**src/rtl/hazard_scoreboard_if.sv**
```systemverilog
// hazard_scoreboard_if
// Bundles the ID-stage hazard query and the scoreboard's responses.
//   master : pipeline side. It drives the ID register addresses, Tuse/Tnew,
//            mul/div control and flush, and reads stall, the forward selects
//            and md_busy.
//   slave  : the scoreboard itself.
interface hazard_scoreboard_if #(
    parameter int unsigned NSTAGE = 3,
    parameter int unsigned TW     = 2,
    parameter int unsigned SW     = $clog2(NSTAGE + 1)
);
    logic [4:0]    ra1_id;
    logic [4:0]    ra2_id;
    logic [TW-1:0] tuse1_id;
    logic [TW-1:0] tuse2_id;
    logic [4:0]    wa_id;
    logic [TW-1:0] tnew_id;
    logic          md_use_id;
    logic          md_start;
    logic          md_div;
    logic          flush;
    logic          stall;
    logic [SW-1:0] fwd1_sel;
    logic [SW-1:0] fwd2_sel;
    logic          md_busy;

    modport master (
        output ra1_id, ra2_id, tuse1_id, tuse2_id, wa_id, tnew_id,
        output md_use_id, md_start, md_div, flush,
        input  stall, fwd1_sel, fwd2_sel, md_busy
    );

    modport slave (
        input  ra1_id, ra2_id, tuse1_id, tuse2_id, wa_id, tnew_id,
        input  md_use_id, md_start, md_div, flush,
        output stall, fwd1_sel, fwd2_sel, md_busy
    );
endinterface

```
**src/rtl/hazard_scoreboard.sv**
```systemverilog
// hazard_scoreboard
// Tracks in-flight register writers through NSTAGE post-ID stages and
// decrements their Tnew as they advance. From that state it produces the ID
// stall, the ID-stage forward selects and the mul/div busy interlock.
// Ports:
//   clk    : clock, rising edge
//   rst_n  : asynchronous active-low reset
//   sb_if  : hazard_scoreboard_if.slave
//            in : ra1_id, ra2_id, tuse1_id, tuse2_id, wa_id, tnew_id,
//                 md_use_id, md_start, md_div, flush
//            out: stall, fwd1_sel, fwd2_sel, md_busy
module hazard_scoreboard #(
    parameter int unsigned NSTAGE  = 3,
    parameter int unsigned TW      = 2,
    parameter int unsigned MUL_LAT = 5,
    parameter int unsigned DIV_LAT = 10,
    parameter int unsigned SW      = $clog2(NSTAGE + 1)
) (
    input  logic              clk,
    input  logic              rst_n,
    hazard_scoreboard_if.slave sb_if
);
    localparam int unsigned MaxLat = (DIV_LAT > MUL_LAT) ? DIV_LAT : MUL_LAT;
    localparam int unsigned CW     = $clog2(MaxLat + 1);

    // Stage k = 1 is EX. Index 0 is unused so that stage numbers line up.
    logic [4:0]    wa_q   [1:NSTAGE];
    logic [4:0]    wa_d   [1:NSTAGE];
    logic [TW-1:0] tnew_q [1:NSTAGE];
    logic [TW-1:0] tnew_d [1:NSTAGE];
    logic [CW-1:0] md_cnt_q, md_cnt_d;

    logic          hit1, hit2;
    logic [SW-1:0] hit1_stage, hit2_stage;
    logic [TW-1:0] hit1_tnew, hit2_tnew;
    logic          dstall1, dstall2;
    logic          md_busy;
    logic          stall;

    // Scan from oldest to youngest so that the youngest match is written last.
    // A younger writer therefore hides any older writer of the same register.
    always_comb begin
        hit1       = 1'b0;
        hit1_stage = '0;
        hit1_tnew  = '0;
        hit2       = 1'b0;
        hit2_stage = '0;
        hit2_tnew  = '0;
        for (int k = NSTAGE; k >= 1; k--) begin
            if (sb_if.ra1_id != 5'd0 && wa_q[k] == sb_if.ra1_id) begin
                hit1       = 1'b1;
                hit1_stage = SW'(k);
                hit1_tnew  = tnew_q[k];
            end
            if (sb_if.ra2_id != 5'd0 && wa_q[k] == sb_if.ra2_id) begin
                hit2       = 1'b1;
                hit2_stage = SW'(k);
                hit2_tnew  = tnew_q[k];
            end
        end
    end

    always_comb begin
        dstall1 = hit1 && (hit1_tnew > sb_if.tuse1_id);
        dstall2 = hit2 && (hit2_tnew > sb_if.tuse2_id);
        md_busy = (md_cnt_q != '0) || sb_if.md_start;
        stall   = dstall1 || dstall2 || (sb_if.md_use_id && md_busy);
    end

    // A match that is not ready yet and does not stall is left for the
    // downstream forwarding network, so the select stays at GRF (0).
    assign sb_if.fwd1_sel = (hit1 && hit1_tnew == '0) ? hit1_stage : '0;
    assign sb_if.fwd2_sel = (hit2 && hit2_tnew == '0) ? hit2_stage : '0;
    assign sb_if.stall    = stall;
    assign sb_if.md_busy  = md_busy;

    // Pipeline advance. Flush empties every stage, so the defaults are the
    // flushed state.
    always_comb begin
        for (int k = 1; k <= NSTAGE; k++) begin
            wa_d[k]   = '0;
            tnew_d[k] = '0;
        end
        if (!sb_if.flush) begin
            if (!stall) begin
                wa_d[1]   = sb_if.wa_id;
                tnew_d[1] = sb_if.tnew_id;
            end
            for (int k = 2; k <= NSTAGE; k++) begin
                wa_d[k]   = wa_q[k-1];
                tnew_d[k] = (tnew_q[k-1] != '0) ? tnew_q[k-1] - TW'(1) : '0;
            end
        end
    end

    // Mul/div occupancy. A flush cannot cancel a running operation, but a start
    // in a flushed cycle never really issued. A start while busy is ignored.
    always_comb begin
        md_cnt_d = md_cnt_q;
        if (sb_if.md_start && !sb_if.flush && md_cnt_q == '0) begin
            md_cnt_d = sb_if.md_div ? CW'(DIV_LAT) : CW'(MUL_LAT);
        end else if (md_cnt_q != '0) begin
            md_cnt_d = md_cnt_q - CW'(1);
        end
    end

    always_ff @(posedge clk or negedge rst_n) begin
        if (!rst_n) begin
            for (int k = 1; k <= NSTAGE; k++) begin
                wa_q[k]   <= '0;
                tnew_q[k] <= '0;
            end
            md_cnt_q <= '0;
        end else begin
            for (int k = 1; k <= NSTAGE; k++) begin
                wa_q[k]   <= wa_d[k];
                tnew_q[k] <= tnew_d[k];
            end
            md_cnt_q <= md_cnt_d;
        end
    end
endmodule

```
**src/flat_wrapper.sv**
```systemverilog
// flat-port wrapper written by rule: the top's interface ports become plain ports
module hazard_scoreboard_flat 
#(
    parameter int unsigned NSTAGE  = 3,
    parameter int unsigned TW      = 2,
    parameter int unsigned MUL_LAT = 5,
    parameter int unsigned DIV_LAT = 10,
    parameter int unsigned SW      = $clog2(NSTAGE + 1)
)
  (clk, rst_n, sb_if_ra1_id, sb_if_ra2_id, sb_if_tuse1_id, sb_if_tuse2_id, sb_if_wa_id, sb_if_tnew_id, sb_if_md_use_id, sb_if_md_start, sb_if_md_div, sb_if_flush, sb_if_stall, sb_if_fwd1_sel, sb_if_fwd2_sel, sb_if_md_busy);
  hazard_scoreboard_if #(.NSTAGE(NSTAGE), .TW(TW), .SW(SW)) sb_if_i ();
  input  logic clk;
  input  logic rst_n;
  input wire logic [$bits(sb_if_i.ra1_id)-1:0] sb_if_ra1_id;
  input wire logic [$bits(sb_if_i.ra2_id)-1:0] sb_if_ra2_id;
  input wire logic [$bits(sb_if_i.tuse1_id)-1:0] sb_if_tuse1_id;
  input wire logic [$bits(sb_if_i.tuse2_id)-1:0] sb_if_tuse2_id;
  input wire logic [$bits(sb_if_i.wa_id)-1:0] sb_if_wa_id;
  input wire logic [$bits(sb_if_i.tnew_id)-1:0] sb_if_tnew_id;
  input wire logic [$bits(sb_if_i.md_use_id)-1:0] sb_if_md_use_id;
  input wire logic [$bits(sb_if_i.md_start)-1:0] sb_if_md_start;
  input wire logic [$bits(sb_if_i.md_div)-1:0] sb_if_md_div;
  input wire logic [$bits(sb_if_i.flush)-1:0] sb_if_flush;
  output wire logic [$bits(sb_if_i.stall)-1:0] sb_if_stall;
  output wire logic [$bits(sb_if_i.fwd1_sel)-1:0] sb_if_fwd1_sel;
  output wire logic [$bits(sb_if_i.fwd2_sel)-1:0] sb_if_fwd2_sel;
  output wire logic [$bits(sb_if_i.md_busy)-1:0] sb_if_md_busy;
  assign sb_if_i.ra1_id = sb_if_ra1_id;
  assign sb_if_i.ra2_id = sb_if_ra2_id;
  assign sb_if_i.tuse1_id = sb_if_tuse1_id;
  assign sb_if_i.tuse2_id = sb_if_tuse2_id;
  assign sb_if_i.wa_id = sb_if_wa_id;
  assign sb_if_i.tnew_id = sb_if_tnew_id;
  assign sb_if_i.md_use_id = sb_if_md_use_id;
  assign sb_if_i.md_start = sb_if_md_start;
  assign sb_if_i.md_div = sb_if_md_div;
  assign sb_if_i.flush = sb_if_flush;
  assign sb_if_stall = sb_if_i.stall;
  assign sb_if_fwd1_sel = sb_if_i.fwd1_sel;
  assign sb_if_fwd2_sel = sb_if_i.fwd2_sel;
  assign sb_if_md_busy = sb_if_i.md_busy;
  hazard_scoreboard #(.NSTAGE(NSTAGE), .TW(TW), .MUL_LAT(MUL_LAT), .DIV_LAT(DIV_LAT), .SW(SW)) u_core (.clk(clk), .rst_n(rst_n), .sb_if(sb_if_i));
endmodule
```
**config.mk**
```make
export PLATFORM = sky130hd
export DESIGN_NAME = hazard_scoreboard_flat
export DESIGN_NICKNAME = d
export VERILOG_FILES = /design/src/rtl/hazard_scoreboard_if.sv /design/src/rtl/hazard_scoreboard.sv /design/src/flat_wrapper.sv
export SDC_FILE = /design/constraint.sdc
export NUM_CORES = 1
export LEC_CHECK = 0
export CORE_ASPECT_RATIO = 1.4
export CORE_MARGIN = 1.5
export CORE_UTILIZATION = 55
export CTS_BUF_LIST = sky130_fd_sc_hd__clkbuf_16
export CTS_CLUSTER_DIAMETER = 50
export DETAILED_ROUTE_END_ITERATION = 7
export PLACE_DENSITY = 0.84
export REMOVE_ABC_BUFFERS = 1
export SETUP_SLACK_MARGIN = 0.15
export SYNTH_ARGS = -nofsm -noshare
export SYNTH_HDL_FRONTEND = slang
export SYNTH_SLANG_ARGS = --single-unit
```
**constraint.sdc**
```tcl
create_clock -name clk -period 13.97 [get_ports clk]
set_clock_uncertainty 0.15 [all_clocks]
set_input_delay 4.191 -clock clk [delete_from_list [all_inputs] [get_ports clk]]
set_output_delay 4.191 -clock clk [all_outputs]
set_load 0.02 [all_outputs]
```
==> flow_summary.json, run 1 <==
{
  "status": "completed",
  "crit_slowest_cell": "clkdlybuf4s50_1",
  "yosysSeqAreaShare": 0.3734,
  "worstPathMaxFanout": 8,
  "grt_pass1_vias": 1506,
  "cts_tree": "done",
  "cts_sinks": 25,
  "track_usage": 0.2482,
  "setup_viol": 0,
  "cap_violations": 0,
  "yosys_warnings": 0,
  "ios": 33,
  "drv_slew": 0,
  "wirelength_mm": 3.875,
  "ir_drop_uv": 80.24,
  "drive_gt1_frac": 0.07075,
  "clock_path_buffers": 2,
  "ys_seq_elements": 25,
  "antenna_found_initial": 0,
  "post-route-util": 0.7370,
  "diodes": 0,
  "coreArea_mm2": 0.002878,
  "clk_pin_slew_ns": 0.06,
  "ys_types": 44,
  "syn-instance-count": 177,
  "grt_pass1_wl_mm": 6.341,
  "cp-start-kind": "input port",
  "cts_buffers": 3,
  "slew_headroom": 0.2757,
  "rows": 23,
  "fin_tns_setup_ns": 0,
  "finalHoldViolations": 0,
  "synthSimpleGateAreaFrac": 0.2330,
  "synthFlopType": "dfrtp_1",
  "clock.fmax_ghz": 0.08335,
  "layout_common_cells": "32 x clkdlybuf4s50_1, 25 x dfrtp_1, 21 x xor2_1, 14 x nand2_1",
  "min_path_type": "reg -> reg",
  "clock_latency_ns": 0.26,
  "die_h_um": 68.31,
  "syn2layout_area_growth_pct": 26.59,
  "ant_nets": 0,
  "initial_utilization": 0.5822,
  "cpPeakStageDelay_ns": 0.59,
  "die_w_um": 49.65,
  "cts_resized": 0,
  "cp.required_ns": 9.63,
  "root_buffer": "clkbuf_16",
  "power_leakage_nw": 0.9132,
  "cts_max_level": 1,
  "first_pass_iters": 4,
  "wl_per_cell_um": 15.56,
  "synth-xor-area-share": 0.1673,
  "netlist_area_mm2": 0.001675,
  "drc": 0,
  "cp_num_buf_inv": 2,
  "critPathTopFamily": "compound AO/OA/AOI/OAI gates",
  "synth_compound_area_frac": 0.1456,
  "fin_crit_sh": 0.8588,
  "grt_overflow_total": 0,
  "rrSetupSlack_ns": 11.03,
  "vias": 1462,
  "crit_path_frequent_cell": "clkdlybuf4s50_1",
  "placed_area_mm2": 0.002038,
  "hpwl_mm": 3.134,
  "arrival_ns": 7.66,
  "path_cells": "clkdlybuf4s50_1 -> xor2_1 -> nor3_1 -> nand3_1 -> o311ai_1 -> o211a_1 -> ha_1 -> a211o_1 -> o2bb2ai_2 -> or3_1 -> clkdlybuf4s50_1",
  "max_slew.worst_pin.slew_ns": 1.083,
  "p_per_area_mw_per_mm2": 100.5,
  "rsz0062_at_grt": "false",
  "endpoint_kind": "output port",
  "dieArea_mm2": 0.003391,
  "io_buffers": 32,
  "post_cts_buffers": 0,
  "synth_mux_area_frac": 0.006721,
  "async_flop_share": 1.000,
  "synth-adder-area-share": 0.04481,
  "synth_top_family_by_area": "simple AND/OR/NAND/NOR gates",
  "synth_edf_count": 0,
  "vias_per_cell": 5.871,
  "grt_max_degree": 26,
  "mostFrequentLayoutCell": "clkdlybuf4s50_1",
  "finalCriticalPeriod_ns": 12.00,
  "nets": 246,
  "design_area_mm2": 0.002121,
  "post_synth.cell_area_avg_um2": 9.465,
  "critical_path_class": "in -> out",
  "routabilityCongestion": 0.8732,
  "cts_hold_buffers": 0,
  "drt_iter0_markers": 42
}
==> worst reg2reg max path, cell delays in order, from the launching register on <==
cell	delay, ns
dfrtp_1	0.40
xor2_1	0.15
nor3_1	0.28
nand3_1	0.24
o311ai_1	0.40
o211a_1	0.21
ha_1	0.23
a211o_1	0.34
o2bb2ai_2	0.30
nor4_1	0.11
==> state kept, by name (all words and copies together) (netlist names) <==
name,cells
u_core.tnew_q,6
u_core.wa_q,15
u_core.md_cnt_q,4
==> logic make-up after synthesis <==
kind of cell | count (synthesis)
and+or+nand+nor | 70
xor gates and xnor gates | 32
AOI/OAI and AO/OA | 30
DFF | 25
buffers and inverters | 13
adders and majority gates | 6
muxes | 1
==> final cells by class <==
class	instances	area, µm²
fill	215	757.0
clock buffer	3	75.07
tap	37	46.29
clock inverter	1	7.507
inverter	12	45.04
multi-input combinational	139	1001
timing repair buffer	32	320.3
sequential	25	625.6
==> path summary, 6_finish.rpt <==
check	to	cells past startpoint	from
setup / recovery	sb_if_stall	11	sb_if_ra1_id[1]
hold / removal	u_core.tnew_q[0]	1	u_core.tnew_q[2]
setup reg to reg	u_core.tnew_q[4]	9	u_core.wa_q[1]
hold reg to reg	u_core.tnew_q[0]	1	u_core.tnew_q[2]
max in group asynchronous	u_core.tnew_q[5]	1	rst_n
min in group asynchronous	u_core.wa_q[13]	1	rst_n
==> per-stage QoR <==
step / total power, mW / cells / hold WS [ns] / setup WS [ns]
floorplan: 0.1268 / 176 / 0.2788 / 3.399
global placement: 0.1459 / 245 / 0.3150 / 2.175
detailed placement: 0.1506 / 245 / 0.3195 / 2.037
CTS: 0.2138 / 249 / 0.3277 / 2.013
global route: 0.2238 / 249 / 0.3491 / 1.806
finish: 0.2131 / 249 / 0.3268 / 1.972
==> where the power goes <==
| group | switching [mW] | leakage (nW) | internal (mW) |
|---|---|---|---|
| Clock | 0.0246 | 0.0371 | 0.0388 |
| Sequential | 0.00861 | 0.334 | 0.0812 |
| Combinational | 0.0299 | 0.542 | 0.0299 |
| Total | 0.0632 | 0.913 | 0.150 |
==> cell usage after synthesis (3+ instances only) <==
cell,n,area share
nand2_1,14,0.031
xnor2_1,11,0.058
nor3_1,11,0.033
a21oi_1,8,0.024
ha_1,6,0.045
o21ai_0,3,0.0090
nand3_1,6,0.018
nor2b_1,10,0.037
xor2_1,21,0.11
nor2_1,9,0.020
inv_1,11,0.025
dfrtp_1,25,0.37
nor4_1,7,0.026
==> layer usage <==
metal  routed length [µm]  vias to the layer above  GRT usage  share of wire
li1                     -                      691          -              -
met1                 1577                      689     0.2622           0.41
met2                 1984                       64     0.4633           0.51
met3                  157                       18    0.02838          0.041
met4                  156                        0     0.1667          0.040
met5                    0                        -          0              0
Power figures use the tool's default switching activity.
==> run 2, diff against run 1 <==
- CORE_UTILIZATION: 55 -> 51
- PLACE_DENSITY: 0.84 -> 0.79
- clock period: 13.97 -> 12.5 ns (I/O delays scaled with it)
==> flow_summary.json, run 2 (synthesized netlist as in run 1, its figures left out) <==
{
  "cts_sinks": 25,
  "grt_overflow_total": 0,
  "vias_per_cell": 5.685,
  "cpPeakStageDelay_ns": 0.59,
  "setup_viol": 0,
  "rsz0062_at_grt": "false",
  "fin_tns_setup_ns": 0,
  "die_w_um": 51.44,
  "wl_per_cell_um": 16.16,
  "vias": 1427,
  "first_pass_iters": 4,
  "cts_tree": "done",
  "grt_pass1_vias": 1497,
  "endpoint": "sb_if_stall",
  "track_usage": 0.2415,
  "largest_reg_flops": 15,
  "status": "completed",
  "critPathTopFamily": "compound AO/OA/AOI/OAI gates",
  "ir_drop_uv": 98.08,
  "worstPathMaxFanout": 8,
  "rows": 24,
  "cts_max_level": 1,
  "cts_buffers": 3,
  "placed_area_mm2": 0.002041,
  "min_path_type": "reg -> reg",
  "path_depth": 11,
  "endpoint_kind": "output port",
  "post_cts_buffers": 0,
  "max_slew.worst_pin.slew_ns": 1.099,
  "slew_headroom": 0.2649,
  "power_leakage_nw": 0.9132,
  "mostFrequentLayoutCell": "clkdlybuf4s50_1",
  "drc": 0,
  "routabilityCongestion": 0.8095,
  "diodes": 0,
  "drt_iter0_markers": 27,
  "syn2layout_area_growth_pct": 26.74,
  "nets": 246,
  "cp-start-kind": "input port",
  "cap_violations": 0,
  "grt_max_degree": 26,
  "cts_resized": 0,
  "cp.required_ns": 8.60,
  "r2r_end": "u_core.wa_q[11]",
  "clk_pin_slew_ns": 0.06,
  "dieArea_mm2": 0.003643,
  "layout_common_cells": "32 x clkdlybuf4s50_1, 25 x dfrtp_1, 21 x xor2_1, 14 x nand2_1",
  "drive_gt1_frac": 0.07075,
  "top_register": "u_core.wa_q",
  "root_buffer": "clkbuf_16",
  "finalHoldViolations": 0,
  "rrSetupSlack_ns": 9.54,
  "fin_crit_sh": 0.8899,
  "ant_nets": 0,
  "die_h_um": 70.82,
  "design_area_mm2": 0.002123,
  "finalCriticalPeriod_ns": 11.12,
  "r2r-start": "u_core.wa_q[3]",
  "fill_cells": 270,
  "cp-startpoint": "sb_if_ra2_id[3]",
  "grt_pass1_wl_mm": 6.651,
  "p_sw_mw": 0.07047,
  "clock.fmax_ghz": 0.08989,
  "antenna_found_initial": 0,
  "hpwl_mm": 3.215,
  "cp_num_buf_inv": 2,
  "clkPwrFrac": 0.299,
  "wirelength_mm": 4.057,
  "initial_utilization": 0.5365,
  "seq_power_share": 0.419,
  "path_cells": "clkdlybuf4s50_1 -> xor2_1 -> nor3_1 -> o211ai_1 -> o221ai_1 -> o211ai_1 -> ha_1 -> a211o_4 -> a31oi_4 -> or3_1 -> clkdlybuf4s50_1",
  "coreArea_mm2": 0.003123,
  "power_mw": 0.2380,
  "clock_latency_ns": 0.26,
  "combinationalPowerShare": 0.282,
  "arrival_ns": 7.22,
  "critical_path_class": "in -> out",
  "crit_slowest_cell": "clkdlybuf4s50_1",
  "clock_path_buffers": 2,
  "intPower_mw": 0.1675,
  "drv_slew": 0,
  "ios": 33,
  "reg_top3": "u_core.wa_q (15), u_core.tnew_q (6), u_core.md_cnt_q (4)",
  "io_buffers": 32,
  "p_per_area_mw_per_mm2": 112.1,
  "cts_hold_buffers": 0,
  "reg2regPathDepth": 9,
  "p_sw_frac": 0.2961
}
## run 2: worst min path at each step
stage / startpoint / endpoint / slack (ns) / cells after the start
floorplan: u_core.tnew_q[2] / u_core.tnew_q[0] / 0.28 / 1
global placement: u_core.tnew_q[2] / u_core.tnew_q[0] / 0.34 / 1
detailed placement: u_core.tnew_q[2] / u_core.tnew_q[0] / 0.34 / 1
CTS: u_core.tnew_q[2] / u_core.tnew_q[0] / 0.36 / 1
global route: u_core.tnew_q[2] / u_core.tnew_q[0] / 0.37 / 1
finish: u_core.md_cnt_q[0] / u_core.md_cnt_q[0] / 0.36 / 1
## run 2: final cells by class
class,count,area (µm²),area share
clock buffers,3,75.07,0.03536
clock inverters,1,7.507,0.003536
inverters,12,45.04,0.02121
multi-input cells,139,1001,0.4714
flip-flops and latches,25,625.6,0.2946
well taps,39,48.80,0.02298
repair buffers,32,320.3,0.1509
## run 2: power by group through the flow
stage | clock network, mW | logic, mW | registers, mW
after floorplan | 0 | 0.0431 | 0.0986
after global placement | 0 | 0.0631 | 0.100
after detailed placement | 0 | 0.0674 | 0.101
after CTS | 0.0722 | 0.0675 | 0.0996
after global routing | 0.0743 | 0.0758 | 0.101
final | 0.0713 | 0.0670 | 0.0997
## run 2: layer usage
layer  part of all wire  vias to the layer above  track usage
li1                   -                      694            -
met5                  0                        -            0
met2               0.56                       34       0.4573
met1               0.40                      694       0.2855
met4              0.011                        0      0.06140
met3              0.030                        5      0.01899
## run 2: worst register-to-register path, stage by stage, from the launching register on
cell      delay, ns
dfrtp_1        0.41
xor2_1         0.19
nor3_1         0.30
o211ai_1       0.25
o221ai_1       0.35
o211ai_1       0.16
ha_1           0.31
a211o_4        0.33
a31oi_4        0.26
nor4_1         0.12
## run 2: per-stage QoR
step                hold slack (ns)  cells  utilization  worst slack [ns]
finish                       0.3578    251       0.6799             1.376
CTS                          0.3572    251       0.6799             1.393
global route                 0.3688    251       0.6799             1.202
global placement             0.3386    247       0.6534             1.527
floorplan                    0.2788    176            -             2.811
detailed placement           0.3424    247       0.6534             1.422
